### config.mk
export PLATFORM = sky130hd
export DESIGN_NAME = alu8
export DESIGN_NICKNAME = d
export VERILOG_FILES = /design/src/rtl/core_pkg.sv /design/src/rtl/alu8.sv
export SDC_FILE = /design/constraint.sdc
export NUM_CORES = 1
export LEC_CHECK = 0
export ABC_AREA = 0
export BUFFER_PORTS_ARGS = -buffer_cell sky130_fd_sc_hd__buf_2
export CAP_MARGIN = 20
export CORE_MARGIN = 5
export CORE_UTILIZATION = 55
export DETAILED_ROUTE_END_ITERATION = 12
export PLACE_DENSITY = 0.78
export SETUP_SLACK_MARGIN = 0.15
export SLEW_MARGIN = 5
export SYNTH_ARGS = -nofsm -noshare
export SYNTH_HDL_FRONTEND = slang
export SYNTH_SLANG_ARGS = --single-unit
### constraint.sdc
create_clock -name vclk -period 8.4
set_clock_uncertainty 0.15 [all_clocks]
set_input_delay 0 -clock vclk [all_inputs]
set_output_delay 0 -clock vclk [all_outputs]
set_load 0.1 [all_outputs]
### src/rtl/core_pkg.sv
// Shared definitions for the 8-bit pipelined core: widths, ALU opcodes,
// the EX/MEM payload and the multiplier FSM states.
package core_pkg;

    localparam int unsigned DATA_W = 8;
    localparam int unsigned REG_AW = 3;
    localparam int unsigned IMM_W  = 5;
    localparam int unsigned OP_W   = 4;

    localparam logic [OP_W-1:0] ALU_ADD  = 4'h0;
    localparam logic [OP_W-1:0] ALU_SUB  = 4'h1;
    localparam logic [OP_W-1:0] ALU_AND  = 4'h2;
    localparam logic [OP_W-1:0] ALU_OR   = 4'h3;
    localparam logic [OP_W-1:0] ALU_XOR  = 4'h4;
    localparam logic [OP_W-1:0] ALU_NOT  = 4'h5;
    localparam logic [OP_W-1:0] ALU_SLL  = 4'h6;
    localparam logic [OP_W-1:0] ALU_SRL  = 4'h7;
    localparam logic [OP_W-1:0] ALU_ADDI = 4'h8;
    localparam logic [OP_W-1:0] ALU_LI   = 4'h9;
    localparam logic [OP_W-1:0] ALU_MOV  = 4'hA;
    localparam logic [OP_W-1:0] ALU_SLT  = 4'hB;
    localparam logic [OP_W-1:0] ALU_SEQ  = 4'hC;
    localparam logic [OP_W-1:0] ALU_MUL  = 4'hD;

    // Contents of the EX/MEM pipeline register
    typedef struct packed {
        logic [DATA_W-1:0] result;
        logic [DATA_W-1:0] store;
        logic [REG_AW-1:0] waddr;
        logic              regwrite;
        logic              wdc;
        logic              memwrite;
        logic              memread;
    } ex_mem_t;

    typedef enum logic [1:0] {
        S_IDLE = 2'd0,
        S_RUN  = 2'd1,
        S_DONE = 2'd2
    } mul_state_e;

endpackage

### src/rtl/alu8.sv
// Combinational 8-bit ALU: result and the candidate CB flag value.
module alu8
    import core_pkg::*;
(
    input  logic [OP_W-1:0]   op,
    input  logic [DATA_W-1:0] a,
    input  logic [DATA_W-1:0] b,
    input  logic [IMM_W-1:0]  imm,
    output logic [DATA_W-1:0] result_c,
    output logic              cb_next_c
);

    logic [DATA_W-1:0] imm_ext;
    logic [2:0]        shamt;

    assign imm_ext = DATA_W'(imm);
    assign shamt   = imm[2:0];

    always_comb begin
        result_c = '0;
        case (op)
            ALU_ADD:  result_c = a + b;
            ALU_SUB:  result_c = a - b;
            ALU_AND:  result_c = a & b;
            ALU_OR:   result_c = a | b;
            ALU_XOR:  result_c = a ^ b;
            ALU_NOT:  result_c = ~a;
            ALU_SLL:  result_c = a << shamt;
            ALU_SRL:  result_c = a >> shamt;
            ALU_ADDI: result_c = a + imm_ext;
            ALU_LI:   result_c = imm_ext;
            ALU_MOV:  result_c = b;
            default:  result_c = '0;
        endcase
    end

    // Compares produce their own flag; everything else flags a zero result
    always_comb begin
        cb_next_c = (result_c == '0);
        case (op)
            ALU_SLT: cb_next_c = (a < b);
            ALU_SEQ: cb_next_c = (a == b);
            default: cb_next_c = (result_c == '0);
        endcase
    end

endmodule

==> summary.txt <==
Power and ir drop
  • Lkg Pwr: 0.001055 uW
  • Sequential power share: 0%
  • Comb power frac: 100.0%
  • Clock share of power: 0%
  • Max IR drop VDD: 0.00003102 V
  • Switching pwr: 129.1 uW
  • Pint: 56.98 uW
  • Sw frac: 69.38%
  • PwrDens: 78.27 nW/um^2

Synthesis
  • Seq/Total Area, Yosys: 0%
  • Yosys top cell by area: ha_1
  • List of most frequent post-synthesis cells: inv_1, ha_1, nand2_1, nor2_1, a21oi_1
  • Most frequent cell after synthesis: inv_1
  • Yosys top cell area share: 17.48%
  • Synthesized instance count: 305
  • Mapped Area: 2218 sq um
  • Unique masters post-synth: 64
  • Syn nets: 363
  • Syn Area/Cell: 7.273 sq um
  • Synth top area cells: ha_1, mux2i_1, inv_1, mux4_1, nand2_1
  • Synthesis Warnings: 0

Critical path
  • Kind of critical path: input pin to output pin
  • Crit-path cells: buf_2, nor2_1, nand2_1, nor2_1, nand2_1, o21ai_0, ha_1, inv_1, fa_1, nand2b_1, a32o_1, a2111oi_0, nand3_1, a2111oi_4, or3b_1, o41ai_2, buf_2
  • Buf+Inv Stages, Crit Path: 3
  • Crit end category: output pin
  • CP arrival: 4.54 ns
  • CP startpoint kind: input pin
  • Crit path max-delay family: simple AND/OR/NAND/NOR gates
  • Crit Path Max Fanout: 24
  • Slowest CP cell: nor2_1
  • Worst Path Required: 8.25 ns
  • CP max stage delay: 0.60 ns

Routing
  • Drt wl/cell: 19.50 um
  • Remaining antenna violation count: 0
  • Routed WL: 7294 um
  • Routed via count: 2492
  • DRC viols: 0
  • DRT iter0 DRCs: 344
  • Drt pass-1 iters: 5
  • Via density: 6.663

Timing
  • Slew @ Worst Pin: 0.9726 ns
  • Max frequency: 0.2130 GHz
  • Setup TNS: 0 ns
  • Final Critical Period: 4.695 ns
  • Final period util: 55.89%
  • Final Hold Viols: 0
  • Final hold slack: 0.6451 ns
  • Slew Viols, Final: 0
  • RSZ-0062 raised after global routing: false
  • Setup violators final: 0
  • Worst rel slew slack: 34.25%

Placement
  • Gpl congestion: 0.9781
  • # port buffers: 34
  • Detailed Place HPWL: 5764 um

Layout
  • Number of clock buffers in the layout: 0
  • Area Growth Syn to Fin: 7.163%
  • Seq cells: 0
  • Sequential cell area: 0 sq um
  • N_diodes: 0
  • Nets@finish: 384
  • Number of fill cells in the layout: 375
  • Share of cells above drive strength 1: 14.51%

Floorplan
  • Initial Util: 56.27%
  • # IOs: 34
  • Num rows: 23
  • Die width: 73.51 um
  • DIE HEIGHT: 73.51 um
  • DIE AREA: 5404 sq um
  • Core Area: 3943 sq um

Status
  • Status: finished, final reports clean

Hold path
  • Type of the most critical hold path: input pin to output pin

Global routing
  • GR peak layer: met2
  • Largest net degree at the start of global routing: 25
  • Global-route wire length before repair: 11790 um
  • GR Util met1: 39.18%
  • GRT met3 Usage: 4.241%
  • Grt ovf: 0
  • Met2 usage: 43.70%
  • Vias in the first global route: 2263
  • Initial antenna violation count: 0
  • Total track usage: 27.35%

Clock tree
  • Post-CTS sizing: 0
  • Hold Buf Count CTS: 0
  • Post-CTS Setup Inserts: 0

Run
  • Number of max-cap violations: 0
==> per-layer routing <==
| metal | vias to the layer above | wire length (um) |
|---|---|---|
| met5 | - | 0 |
| met1 | 1150 | 3115 |
| li1 | 1183 | - |
| met4 | 0 | 129 |
| met3 | 16 | 761 |
| met2 | 143 | 3287 |
==> logic make-up after synthesis <==
logic type	count (synthesis)	share of synthesized area [%]
compound gates	85	28.37
xor+xnor	6	2.369
fa+ha+maj	33	19.29
buf+inv	49	9.250
mux	21	13.65
simple gates	111	27.07
==> power by group through the flow <==
| stage | Clock [uW] | Combinational [uW] | Sequential [uW] |
|---|---|---|---|
| CTS | 0 | 183 | 0 |
| global placement | 0 | 181 | 0 |
| detailed placement | 0 | 182 | 0 |
| global route | 0 | 200 | 0 |
| floorplan | 0 | 141 | 0 |
| finish | 0 | 186 | 0 |
==> path summary, 6_finish.rpt <==
path	start	slack (ns)	depth (start not counted)	to
setup / recovery	op[0]	3.71	17	cb_next_c
hold / removal	b[7]	0.65	7	cb_next_c
==> cell usage in the layout, fill, tap and decap left out, types with 4 or more instances in the layout <==
master	Yosys	routed
buf_2	11	34
inv_1	32	32
ha_1	31	31
nand2_1	24	24
nor2_1	22	22
a21oi_1	16	16
o21ai_0	13	13
mux2i_1	13	13
nor2b_1	10	10
nand2b_1	10	10
nand3_1	7	7
nor3_1	7	7
a211oi_1	6	6
o211ai_1	6	6
nor3b_1	5	5
nor4_1	5	5
xnor2_1	5	5
mux4_1	4	4
nand4_1	4	4
a31oi_1	4	4
==> through the flow <==
| step | cell area [sq um] | utilization [%] | setup WS, ns | power [uW] | std cells |
|---|---|---|---|---|---|
| 3_3_place_gp | 2377 | 60.30 | 3.915 | 181.3 | 374 |
| 3_5_place_dp | 2377 | 60.30 | 3.742 | 181.8 | 374 |
| 4_1_cts | 2377 | 60.30 | 3.742 | 182.8 | 374 |
| 5_1_grt | 2377 | 60.30 | 3.251 | 199.8 | 374 |
| 6_report | 2377 | 60.30 | 3.705 | 186.1 | 374 |
| 2_1_floorplan | 2218 | - | 2.203 | 141.0 | 305 |
==> final cells by class <==
| class | count | area [sq um] | area share [%] |
|---|---|---|---|
| Multi-Input combinational cell | 256 | 2013 | 84.68 |
| Timing Repair Buffer | 35 | 177.7 | 7.474 |
| Tap cell | 50 | 62.56 | 2.632 |
| Inverter | 33 | 123.9 | 5.211 |
Power figures use the tool's default switching activity.
